===== src/rtl/dm_port_ctrl_if.sv =====
// Bundle between the MEM stage, the data-memory port controller and the data memory.
// With DM_MISALIGN_TRAP_EN defined the bundle also carries misalign_exc.
interface dm_port_ctrl_if;
  logic        req_read;
  logic        req_write;
  logic [5:0]  req_op;
  logic [31:0] req_addr;
  logic [31:0] req_wdata;
  logic        FREEZE;
  logic [31:0] rdata;
  logic        bus_err;
  logic        mem_req;
  logic        mem_we;
  logic [31:0] mem_addr;
  logic [31:0] mem_wdata;
  logic        mem_ack;
  logic [31:0] mem_rdata;
`ifdef DM_MISALIGN_TRAP_EN
  logic        misalign_exc;
`endif

  // Handshake: mem_req/mem_we/mem_addr/mem_wdata are held stable from the
  // cycle mem_req rises until the cycle mem_ack=1 is seen with mem_req=1;
  // that cycle completes the transfer (and carries read data), and mem_req
  // falls on the following cycle. mem_ack with mem_req=0 carries no meaning.
  modport master (
    input  req_read, req_write, req_op, req_addr, req_wdata, mem_ack, mem_rdata,
    output FREEZE, rdata, bus_err, mem_req, mem_we, mem_addr, mem_wdata
`ifdef DM_MISALIGN_TRAP_EN
    , output misalign_exc
`endif
  );

  modport slave (
    output req_read, req_write, req_op, req_addr, req_wdata, mem_ack, mem_rdata,
    input  FREEZE, rdata, bus_err, mem_req, mem_we, mem_addr, mem_wdata
`ifdef DM_MISALIGN_TRAP_EN
    , input misalign_exc
`endif
  );
endinterface


===== src/rtl/dm_port_ctrl.sv =====
// Data-memory port controller: turns MEM-stage requests into valid/ack memory
// transfers, stalls the pipeline via FREEZE, does SB/SH as read-modify-write.
// Optional misaligned-access trap: define DM_MISALIGN_TRAP_EN.
module dm_port_ctrl #(
  parameter logic [5:0] OP_SB       = 6'b101000,
  parameter logic [5:0] OP_SH       = 6'b101001,
  parameter int         ACK_TIMEOUT = 16
) (
  input  logic           CLK,
  input  logic           RESET,
  dm_port_ctrl_if.master bus,
  output logic [2:0]     dbg_state_o
);

  localparam int CW = $clog2(ACK_TIMEOUT + 1);

  localparam logic [2:0] IDLE   = 3'd0;
  localparam logic [2:0] RD     = 3'd1;
  localparam logic [2:0] WR     = 3'd2;
  localparam logic [2:0] RMW_RD = 3'd3;
  localparam logic [2:0] RMW_WR = 3'd4;
  localparam logic [2:0] DONE   = 3'd5;

  logic [2:0]    state_q, state_d;
  logic          mem_req_q, mem_req_d;
  logic          mem_we_q, mem_we_d;
  logic [31:0]   mem_addr_q, mem_addr_d;
  logic [31:0]   mem_wdata_q, mem_wdata_d;
  logic [31:0]   rdata_q, rdata_d;
  logic          bus_err_q, bus_err_d;
  logic [CW-1:0] tmo_cnt_q, tmo_cnt_d;
  logic [1:0]    lane_q, lane_d;
  logic          is_sh_q, is_sh_d;
  logic          misalign_q, misalign_d;

  logic req_any;
  logic is_sb_op;
  logic is_sh_op;
  logic misaligned;
  logic access_state;
  logic timed_out;

  // Big-endian lanes: byte 0 is [31:24]; SH picks its half by lane[1] only.
  function automatic logic [31:0] merge_word(input logic [31:0] word,
                                             input logic [15:0] src,
                                             input logic [1:0]  lane,
                                             input logic        sh);
    logic [31:0] m;
    m = word;
    if (sh) begin
      if (lane[1]) m[15:0]  = src;
      else         m[31:16] = src;
    end else begin
      case (lane)
        2'd0:    m[31:24] = src[7:0];
        2'd1:    m[23:16] = src[7:0];
        2'd2:    m[15:8]  = src[7:0];
        default: m[7:0]   = src[7:0];
      endcase
    end
    return m;
  endfunction

  assign req_any      = bus.req_read | bus.req_write;
  assign is_sb_op     = (bus.req_op == OP_SB);
  assign is_sh_op     = (bus.req_op == OP_SH);
  assign access_state = (state_q == RD) || (state_q == WR) ||
                        (state_q == RMW_RD) || (state_q == RMW_WR);
  assign timed_out    = (tmo_cnt_q == CW'(ACK_TIMEOUT - 1));

`ifdef DM_MISALIGN_TRAP_EN
  assign misaligned = bus.req_write ?
                        (is_sh_op ? bus.req_addr[0] :
                         is_sb_op ? 1'b0 : (|bus.req_addr[1:0])) :
                        (|bus.req_addr[1:0]);
`else
  assign misaligned = 1'b0;
`endif

  always_comb begin
    state_d     = state_q;
    mem_req_d   = mem_req_q;
    mem_we_d    = mem_we_q;
    mem_addr_d  = mem_addr_q;
    mem_wdata_d = mem_wdata_q;
    rdata_d     = rdata_q;
    bus_err_d   = 1'b0;
    tmo_cnt_d   = tmo_cnt_q;
    lane_d      = lane_q;
    is_sh_d     = is_sh_q;
    misalign_d  = 1'b0;

    case (state_q)
      IDLE: begin
        if (req_any) begin
          mem_addr_d  = {bus.req_addr[31:2], 2'b00};
          mem_wdata_d = bus.req_wdata;
          lane_d      = bus.req_addr[1:0];
          is_sh_d     = is_sh_op;
          tmo_cnt_d   = '0;
          if (misaligned) begin
            state_d    = DONE;
            misalign_d = 1'b1;
          end else if (bus.req_write) begin
            mem_req_d = 1'b1;
            if (is_sb_op || is_sh_op) begin
              state_d  = RMW_RD;
              mem_we_d = 1'b0;
            end else begin
              state_d  = WR;
              mem_we_d = 1'b1;
            end
          end else begin
            state_d   = RD;
            mem_req_d = 1'b1;
            mem_we_d  = 1'b0;
          end
        end
      end

      RD, WR, RMW_RD, RMW_WR: begin
        if (bus.mem_ack) begin
          if (state_q == RMW_RD) begin
            // The merged word is issued as a fresh write with its own timeout window.
            state_d     = RMW_WR;
            mem_we_d    = 1'b1;
            mem_wdata_d = merge_word(bus.mem_rdata, mem_wdata_q[15:0], lane_q, is_sh_q);
            tmo_cnt_d   = '0;
          end else begin
            if (state_q == RD) rdata_d = bus.mem_rdata;
            state_d   = DONE;
            mem_req_d = 1'b0;
            mem_we_d  = 1'b0;
          end
        end else if (timed_out) begin
          if (state_q == RD) rdata_d = 32'hDEADBEEF;
          state_d   = DONE;
          mem_req_d = 1'b0;
          mem_we_d  = 1'b0;
          bus_err_d = 1'b1;
        end else begin
          tmo_cnt_d = tmo_cnt_q + CW'(1);
        end
      end

      DONE: begin
        state_d   = IDLE;
        mem_req_d = 1'b0;
        mem_we_d  = 1'b0;
      end

      default: begin
        state_d   = IDLE;
        mem_req_d = 1'b0;
        mem_we_d  = 1'b0;
      end
    endcase
  end

  always_ff @(posedge CLK or posedge RESET) begin
    if (RESET) begin
      state_q     <= IDLE;
      mem_req_q   <= 1'b0;
      mem_we_q    <= 1'b0;
      mem_addr_q  <= '0;
      mem_wdata_q <= '0;
      rdata_q     <= '0;
      bus_err_q   <= 1'b0;
      tmo_cnt_q   <= '0;
      lane_q      <= '0;
      is_sh_q     <= 1'b0;
      misalign_q  <= 1'b0;
    end else begin
      state_q     <= state_d;
      mem_req_q   <= mem_req_d;
      mem_we_q    <= mem_we_d;
      mem_addr_q  <= mem_addr_d;
      mem_wdata_q <= mem_wdata_d;
      rdata_q     <= rdata_d;
      bus_err_q   <= bus_err_d;
      tmo_cnt_q   <= tmo_cnt_d;
      lane_q      <= lane_d;
      is_sh_q     <= is_sh_d;
      misalign_q  <= misalign_d;
    end
  end

  // DONE is the one cycle the pipeline advances; IDLE stalls only on a live request.
  assign bus.FREEZE    = ((state_q == IDLE) && req_any) || access_state;
  assign bus.rdata     = rdata_q;
  assign bus.bus_err   = bus_err_q;
  assign bus.mem_req   = mem_req_q;
  assign bus.mem_we    = mem_we_q;
  assign bus.mem_addr  = mem_addr_q;
  assign bus.mem_wdata = mem_wdata_q;
  assign dbg_state_o   = state_q;

`ifdef DM_MISALIGN_TRAP_EN
  assign bus.misalign_exc = misalign_q;
`else
  logic unused_misalign;
  assign unused_misalign = misalign_q ^ misaligned;
`endif

endmodule

===== src/flat_wrapper.sv =====
// flat-port wrapper written by rule: the top's interface ports become plain ports
module dm_port_ctrl_flat 
#(
  parameter logic [5:0] OP_SB       = 6'b101000,
  parameter logic [5:0] OP_SH       = 6'b101001,
  parameter int         ACK_TIMEOUT = 16
)
  (CLK, RESET, dbg_state_o, bus_req_read, bus_req_write, bus_req_op, bus_req_addr, bus_req_wdata, bus_mem_ack, bus_mem_rdata, bus_FREEZE, bus_rdata, bus_bus_err, bus_mem_req, bus_mem_we, bus_mem_addr, bus_mem_wdata);
  dm_port_ctrl_if bus_i ();
  input  logic CLK;
  input  logic RESET;
  output logic [2:0] dbg_state_o;
  input wire logic [$bits(bus_i.req_read)-1:0] bus_req_read;
  input wire logic [$bits(bus_i.req_write)-1:0] bus_req_write;
  input wire logic [$bits(bus_i.req_op)-1:0] bus_req_op;
  input wire logic [$bits(bus_i.req_addr)-1:0] bus_req_addr;
  input wire logic [$bits(bus_i.req_wdata)-1:0] bus_req_wdata;
  input wire logic [$bits(bus_i.mem_ack)-1:0] bus_mem_ack;
  input wire logic [$bits(bus_i.mem_rdata)-1:0] bus_mem_rdata;
  output wire logic [$bits(bus_i.FREEZE)-1:0] bus_FREEZE;
  output wire logic [$bits(bus_i.rdata)-1:0] bus_rdata;
  output wire logic [$bits(bus_i.bus_err)-1:0] bus_bus_err;
  output wire logic [$bits(bus_i.mem_req)-1:0] bus_mem_req;
  output wire logic [$bits(bus_i.mem_we)-1:0] bus_mem_we;
  output wire logic [$bits(bus_i.mem_addr)-1:0] bus_mem_addr;
  output wire logic [$bits(bus_i.mem_wdata)-1:0] bus_mem_wdata;
  assign bus_i.req_read = bus_req_read;
  assign bus_i.req_write = bus_req_write;
  assign bus_i.req_op = bus_req_op;
  assign bus_i.req_addr = bus_req_addr;
  assign bus_i.req_wdata = bus_req_wdata;
  assign bus_i.mem_ack = bus_mem_ack;
  assign bus_i.mem_rdata = bus_mem_rdata;
  assign bus_FREEZE = bus_i.FREEZE;
  assign bus_rdata = bus_i.rdata;
  assign bus_bus_err = bus_i.bus_err;
  assign bus_mem_req = bus_i.mem_req;
  assign bus_mem_we = bus_i.mem_we;
  assign bus_mem_addr = bus_i.mem_addr;
  assign bus_mem_wdata = bus_i.mem_wdata;
  dm_port_ctrl #(.OP_SB(OP_SB), .OP_SH(OP_SH), .ACK_TIMEOUT(ACK_TIMEOUT)) u_core (.CLK(CLK), .RESET(RESET), .bus(bus_i), .dbg_state_o(dbg_state_o));
endmodule

===== config.mk =====
export PLATFORM = sky130hd
export DESIGN_NAME = dm_port_ctrl_flat
export DESIGN_NICKNAME = d
export VERILOG_FILES = /design/src/rtl/dm_port_ctrl_if.sv /design/src/rtl/dm_port_ctrl.sv /design/src/flat_wrapper.sv
export SDC_FILE = /design/constraint.sdc
export NUM_CORES = 1
export LEC_CHECK = 0
export CAP_MARGIN = 25
export CORE_MARGIN = 1.5
export CORE_UTILIZATION = 40
export CTS_CLUSTER_SIZE = 16
export DETAILED_ROUTE_END_ITERATION = 6
export HOLD_SLACK_MARGIN = 0.12
export PLACE_DENSITY = 0.75
export SYNTH_ARGS = -nofsm -noshare
export SYNTH_HDL_FRONTEND = slang
export SYNTH_SLANG_ARGS = --single-unit
export TNS_END_PERCENT = 10

===== constraint.sdc =====
create_clock -name CLK -period 10.4 [get_ports CLK]
set_clock_uncertainty 0.05 [all_clocks]
set_input_delay 2.08 -clock CLK [delete_from_list [all_inputs] [get_ports CLK]]
set_output_delay 2.08 -clock CLK [all_outputs]
set_load 0.01 [all_outputs]

**After elaboration in Yosys (flattened, before gate mapping)**

Index checks and enable logic that the tools add are counted.

- Input port bits: 107
- Word-level logic and storage cells: 95
- Output and inout port bits: 103
- Bits in registers: 108

- Multiplexer cells: 42
- Add/subtract/negate cells: 1
- Bitwise operators: 1
- Equality and inequality tests: 19
- Reduce and logical (&&, ||, !) cells: 20

Operator list:

| cell | number |
|---|---|
| 32-bit 2-to-1 mux | 9 |
| 32-bit one-hot mux with 2 select lines | 1 |
| 16-bit 2-to-1 mux | 2 |
| 8-bit 2-to-1 mux | 4 |
| 5-bit 2-to-1 mux | 4 |
| 1-bit 2-to-1 mux | 14 |
| 6-bit equality test, second input constant | 2 |
| 4-bit AND reduction | 3 |
| 5-bit one-hot mux with 2 select lines | 1 |
| 3-bit 2-to-1 mux | 3 |
| 3-bit by 2-bit != test with 1-bit output, second input constant | 3 |
| 3-bit != test, second input constant | 3 |
| 3-bit by 2-bit equality test with 1-bit output, second input constant | 2 |
| 3-bit one-hot mux with 2 select lines | 1 |
| 6-bit AND reduction | 1 |
| 5-bit by 1-bit adder with 5-bit output, second input constant | 1 |
| 5-bit by 4-bit equality test with 1-bit output, second input constant | 1 |
| 1-bit logical OR | 5 |
| 5-bit AND reduction | 1 |
| 2-bit by 1-bit != test with 1-bit output, second input constant | 2 |
| 2-bit != test, second input constant | 2 |
| 1-bit one-hot mux with 2 select lines | 2 |
| 2-bit AND reduction | 2 |
| 2-bit nonzero test | 2 |
| 12 further kinds | 12 |

**Longest topological paths before layout**

Gate-level depths: netlist of run 1.

- Depth after elaboration: 7
- Gate-level depth with buffers: 9
- Mapped depth without buffers: 7

**Worst setup path before layout of run 1**

No wires, ideal clock.

- Kind: input to output
- From: input port bus_req_write
- To: output port bus_FREEZE
- Stages: 4
- Arrival: 2.811 ns
- Path slack: 5.459 ns
- Cell sequence: or2_1 > clkbuf_1 > o21ai_0 > inv_1

- Word-level cells in the longest chain between the ends: 3

Ends and longest elaborated chain:

| item | RTL line | text |
|---|---|---|
| start, declared | flat_wrapper.sv:14 | `input wire logic [$bits(bus_i.req_write)-1:0] bus_req_write;` |
| 1-bit OR | dm_port_ctrl.sv:64 | `assign req_any = bus.req_read \| bus.req_write;` |
| 1-bit logical AND | dm_port_ctrl.sv:189 | `assign bus.FREEZE = ((state_q == IDLE) && req_any) \|\| access_state;` |
| 1-bit logical OR | dm_port_ctrl.sv:189 |  |
| end, declared | flat_wrapper.sv:20 | `output wire logic [$bits(bus_i.FREEZE)-1:0] bus_FREEZE;` |

No other way between the ends.

**Final worst setup path of run 1**

Ends and elaborated chain as after synthesis.

==> summary.txt, run 1 <==
outcome: finished clean
final setup vio count: 0
CTS buffer count: 9
Critical Path RT: 8.27 ns
area leader, netlist: dfrtp_1
logic gate share of total power: 0.510
total gr overflow: 0
met3 GRT Util: 0.0499
Multi-input gate area: 0.00223 sq mm
global-route wire length before repair: 23600 um
CTS clk-pin slew, worst paths: 0.07 ns
worst slew pin tran: 0.971 ns
CTS sink cnt: 108
kind of end point of the critical path: primary output
most frequent CP cell: clkdlybuf4s50_1
top-area cell type share of the netlist area: 0.521
Clock Path Buffers: 2
pwr/cell area: 307 mW/mm^2
register area: 0.00270 sq mm
sequential area share after synthesis: 0.521
final worst setup slack: 4.48 ns
hold endpoint: u_core.bus.mem_addr[20]
fraction of the cycle the final worst path needs: 0.569
Area contributors post-synth: dfrtp_1 (52%), nand2_1 (11%), o21ai_0 (5.5%), nor2b_1 (3.9%), mux2_2 (2.8%)
RSZ-0062 raised after global routing: false
placer congestion estimate: 0.815
Syn Area/Cell: 9.20 sq um
Post-synth top flop: dfrtp_1
TritonCTS clock tree: done
Post-synth EDFFs: 0
Post-Route WL: 15700 um
cell-internal power: 1.44 mW
Slew Limit Headroom: 0.353
via count: 4706
GRT met2 Usage: 0.388
initial drt markers: 425
I/O pins: 210
vias in the first global route: 4599
most frequent cells in the layout: clkdlybuf4s50_1 (207), nand2_1 (156), dfrtp_1 (108)
Area Overhead vs Synth: 46.7%
worst hold slack: 0.427 ns
All-Layer GR Usage: 0.228
DRT antenna net count: 0
flops & latches, synth: 108
R2R Path End: u_core.bus.rdata[19]
wire length per cell: 17.0 um
setup bufs post-CTS: 0
row count: 41
share of cells above drive strength 1: 0.0638
startpoint type of the worst setup path: input pin
Placeable Area: 0.0126 sq mm
Vias/cell: 5.09
crit path max fanout: 8
worst hold stages: 2
initial antenna violation count: 0
crit-path cells: clkdlybuf4s50_1 > or2_1 > o21ai_0 > inv_1 > clkdlybuf4s50_1
antenna diode count: 0
Yosys cell types: 54
setup TNS: 0 ns
layout net count: 856
final core utilization: 0.603
MaxCap Viol Count: 0
Hold Startpoint: u_core.bus.mem_addr[20]
post-DP HPWL: 11500 um
Reg2Reg Depth: 6
switching share of total power: 0.386
max-slew violations: 0
leak pwr: 3.35 nW
pre-CTS setup slack: 4.46 ns
Max Freq: 169 MHz
Reg power frac: 0.340
clock root cell: clkbuf_16
Hold/Removal Path Class: flop to flop
R2R setup slack: 7.82 ns
commonest non-fill, non-tap cell in the layout: clkdlybuf4s50_1
CP arrival: 3.79 ns
YS warnings: 0
port bufs: 207
fin crit period: 5.92 ns
worst vdd ir: 0.177 mV
CTS H-tree depth: 3
die area: 0.0137 sq mm
Post-Syn Instances: 564
Setup CP Type: input pin to primary output
Post-CTS Resized: 0
worst skew pair latency: 0.34 ns
Chip Width: 117 um
slowest stage delay, CP: 0.48 ns
Psw: 0.903 mW
r2r startpoint: u_core.tmo_cnt_q[0]
Fillers: 1130
1st-pass router iterations: 5
# DRC: 0
Clk pwr share: 0.151
Initial Util: 0.411
critical path's slowest cell: clkdlybuf4s50_1
Hold-fix buffers, CTS: 0
pin count of the biggest net entering global routing: 67
layer with the highest usage: met2
FFs w/ async S/R, synth: 1.00
Fin. Hold Viols: 0
mapped cell area: 0.00519 sq mm
Die Y: 117 um
M1 GR Usage: 0.293
==> through the flow <==
step | power, mW | cell area [sq um] | instances
3_3_place_gp | 1.95 | 7280 | 907
2_1_floorplan | 1.42 | 5190 | 565
3_5_place_dp | 2.00 | 7310 | 908
4_1_cts | 2.36 | 7610 | 924
5_1_grt | 2.49 | 7610 | 924
6_report | 2.34 | 7610 | 924
==> cell families after synthesis <==
logic type / Yosys count / synth area share
other: 1 / 0.000723
flip-flops: 108 / 0.521
AO/OA/AOI/OAI: 127 / 0.146
multiplexers: 27 / 0.0603
AND/OR/NAND/NOR: 249 / 0.215
buffers and inverters: 49 / 0.0504
XOR/XNOR: 1 / 0.00169
adder cells (fa/ha/maj): 2 / 0.00482
==> flip-flops by register name (all words and copies together), names as in the netlist <==
register              flops
u_core.is_sh_q            1
u_core.bus.rdata         32
u_core.bus.mem_we         1
u_core.bus.mem_wdata     32
u_core.bus.bus_err        1
u_core.tmo_cnt_q          5
u_core.bus.mem_req        1
u_core.bus.mem_addr      30
u_core.dbg_state_o        3
u_core.lane_q             2
==> metal layers <==
| layer | vias to the layer above | share of wire |
|---|---|---|
| li1 | 2255 | - |
| met1 | 2251 | 0.42 |
| met2 | 184 | 0.49 |
| met3 | 16 | 0.077 |
| met4 | 0 | 0.014 |
| met5 | - | 0 |
==> final cells by class <==
class,instances,share of cell area
Sequential cell,108,0.355
Multi-Input combinational cell,408,0.293
Timing Repair Buffer,212,0.280
Clock buffer,12,0.0337
Tap cell,172,0.0283
Clock inverter,4,0.00625
Inverter,8,0.00427
==> synth_stat cells (all sizes together) (2+ instances only) <==
| library cell | number |
|---|---|
| and2 | 7 |
| a21o | 3 |
| o221ai | 3 |
| mux2 | 19 |
| nor2b | 32 |
| clkbuf | 20 |
| o22ai | 9 |
| dfrtp | 108 |
| a2bb2oi | 3 |
| nand2 | 157 |
| nor3b | 2 |
| o211ai | 2 |
| a22oi | 2 |
| a21oi | 27 |
| inv | 7 |
| or3 | 3 |
| o211a | 3 |
| nand3 | 7 |
| a211oi | 7 |
| buf | 21 |
| o21ai | 61 |
| or2 | 3 |
| ha | 2 |
| nor3 | 7 |
| nor2 | 27 |
| mux2i | 8 |
==> worst max-delay path, delay by kind of cell <==
kind,cells,cell delay [ns]
AOI/OAI and AO/OA,1,0.35
buffers and inverters,3,1.01
and+or+nand+nor,1,0.35
==> worst max-delay path by stage <==
stage                        from  depth (start not counted)                  to
finish              bus_req_write                          5          bus_FREEZE
global route        bus_req_write                          5          bus_FREEZE
CTS                 bus_req_write                          5          bus_FREEZE
detailed placement  bus_req_write                          5          bus_FREEZE
global placement    bus_req_write                          5          bus_FREEZE
floorplan                   RESET                          1  u_core.bus.bus_err
==> power groups by stage <==
| stage | combinational [mW] | sequential, mW | clock (mW) |
|---|---|---|---|
| 2_1_floorplan | 0.590 | 0.835 | 0 |
| 3_3_place_gp | 1.16 | 0.789 | 0 |
| 3_5_place_dp | 1.20 | 0.801 | 0 |
| 4_1_cts | 1.20 | 0.794 | 0.361 |
| 5_1_grt | 1.30 | 0.817 | 0.374 |
| 6_report | 1.19 | 0.794 | 0.353 |
(Power assumes the default switching activity.)
==> inputs of run 2 (changes only) <==
- clock period: 10.4 -> 5.78 ns (I/O delays scaled with it)
==> run 2 against run 1 <==
Final cell count decreased by 0.11%. Power increased by 81%. Worst setup slack got worse by 2.8 ns. Critical endpoint unchanged. Largest cell class unchanged. Highest routed layer unchanged.
==> summary.txt, run 2 (synthesis results as in run 1) <==
outcome: finished clean
global-route wire length before repair: 24300 um (+3.0%)
pin count of the biggest net entering global routing: 79 (+18%)
crit-path cells: clkdlybuf4s50_1 > or2_1 > o21ai_0 > inv_1 > clkdlybuf4s50_1
initial antenna violation count: 0 (unchanged)
fin crit period: 4.06 ns
row count: 41 (unchanged)
post-DP HPWL: 11700 um (+2.2%)
Initial Util: 0.411 (unchanged)
I/O pins: 210 (unchanged)
MaxCap Viol Count: 0 (unchanged)
CP arrival: 2.85 ns (-0.94 ns)
DRT antenna net count: 0 (unchanged)
CTS buffer count: 9 (unchanged)
kind of end point of the critical path: primary output
clock root cell: clkbuf_16
most frequent cells in the layout: clkdlybuf4s50_1 (207), nand2_1 (156), dfrtp_1 (108)
initial drt markers: 358 (-16%)
crit path max fanout: 8 (unchanged)
Clock Path Buffers: 2 (unchanged)
CTS sink cnt: 108 (unchanged)
All-Layer GR Usage: 0.236 (+0.00840)
CTS clk-pin slew, worst paths: 0.07 ns (about the same)
final worst setup slack: 1.72 ns (-2.76 ns)
Placeable Area: 0.0126 sq mm (unchanged)
Post-Layout Cell Count: 923 (-0.11%)
1st-pass router iterations: 5 (unchanged)
Fillers: 1112 (-1.6%)
Multi-input gate area: 0.00223 sq mm (unchanged)
Chip Width: 117 um (unchanged)
wire length per cell: 17.3 um (+2.0%)
worst vdd ir: 0.345 mV (+94%)
DP Cell Count: 908 (unchanged)
CTS H-tree depth: 3 (unchanged)
worst slew pin tran: 0.994 ns (+0.0232 ns)
layout net count: 857 (+0.12%)
most frequent CP cell: clkdlybuf4s50_1
Hold-fix buffers, CTS: 0 (unchanged)
pre-CTS setup slack: 1.69 ns (-2.77 ns)
slowest stage delay, CP: 0.49 ns (about the same)
setup bufs post-CTS: 0 (unchanged)
worst skew pair latency: 0.35 ns (about the same)
Critical Path RT: 4.57 ns (-3.70 ns)
TritonCTS clock tree: done
max-slew violations: 0 (unchanged)
Fin. Hold Viols: 0 (unchanged)
antenna diode count: 0 (unchanged)
Vias/cell: 5.16 (+1.3%)
Post-CTS Resized: 0 (unchanged)
setup TNS: 0 ns (unchanged)
fraction of the cycle the final worst path needs: 0.702
die area: 0.0137 sq mm (unchanged)
via count: 4762 (+1.2%)
Post-Route WL: 16000 um (+1.8%)
leak pwr: 3.36 nW (+0.24%)
commonest non-fill, non-tap cell in the layout: clkdlybuf4s50_1
pwr/cell area: 555 mW/mm^2 (+81%)
# DRC: 0 (unchanged)
register area: 0.00270 sq mm (unchanged)
Die Y: 117 um (unchanged)
vias in the first global route: 4652 (+1.2%)
Slew Limit Headroom: 0.337 (-0.0155)
startpoint type of the worst setup path: input pin
Max Freq: 246 MHz
port bufs: 207 (unchanged)
total gr overflow: 0 (unchanged)
RSZ-0062 raised after global routing: false
Hold/Removal Path Class: flop to flop
final setup vio count: 0 (unchanged)
share of cells above drive strength 1: 0.0613 (-0.00258)
Area Overhead vs Synth: 47.1%
placer congestion estimate: 0.817 (+0.22%)
critical path's slowest cell: clkdlybuf4s50_1
Setup CP Type: input pin to primary output
[run 2: cell count changes in the layout (fill, tap and decap cells not counted), sizes merged]
cell and delta:
buf +1, bufinv +1, clkinv -2, clkinvlp -1
[run 2: path summary, 6_finish.rpt]
kind | from | endpoint | slack [ns] | cells past startpoint
min in group asynchronous | RESET | u_core.bus.mem_addr[28] | 0.98 | 2
worst max register to register | u_core.tmo_cnt_q[0] | u_core.bus.rdata[21] | 3.12 | 6
max in group asynchronous | RESET | u_core.bus.rdata[10] | 3.65 | 4
worst min-delay path | u_core.bus.mem_addr[30] | u_core.bus.mem_addr[30] | 0.43 | 2
worst max-delay path | bus_req_write | bus_FREEZE | 1.72 | 5
worst min register to register | u_core.bus.mem_addr[30] | u_core.bus.mem_addr[30] | 0.43 | 2
[run 2: worst max-delay path, delay by kind of cell]
| family | cells | cell delay [ns] |
|---|---|---|
| buffers and inverters | 3 | 1.01 |
| AOI/OAI and AO/OA | 1 | 0.34 |
| and+or+nand+nor | 1 | 0.35 |
[run 2: cell type report]
class / count / area share
Sequential cell: 108 / 0.354
Multi-Input combinational cell: 408 / 0.292
Timing Repair Buffer: 213 / 0.281
Clock buffer: 12 / 0.0323
Tap cell: 172 / 0.0282
Clock inverter: 2 / 0.00787
Inverter: 8 / 0.00426
[run 2: report_power, final]
part / switching (mW) / total (mW) / internal [mW]
Sequential: 0.302 / 1.43 / 1.12
Combinational: 1.06 / 2.15 / 1.09
Clock: 0.269 / 0.656 / 0.388
Total: 1.63 / 4.23 / 2.61
[run 2: through the flow]
step	hold WS (ns)	util	area [sq um]	total power, mW
final	0.426	0.605	7630	4.23
after global routing	0.439	0.605	7630	4.53
after CTS	0.429	0.602	7600	4.27
after detailed placement	0.412	0.578	7300	3.60
after global placement	0.406	0.577	7280	3.52
after floorplan	0.452	-	5190	2.56
[run 2: metal layers]
layer  GRT usage  vias up  part of all wire
met5           0        -                 0
met4       0.105        0             0.030
met3      0.0582       33             0.077
met2       0.384      197              0.48
met1       0.300     2277              0.41
li1            -     2255                 -
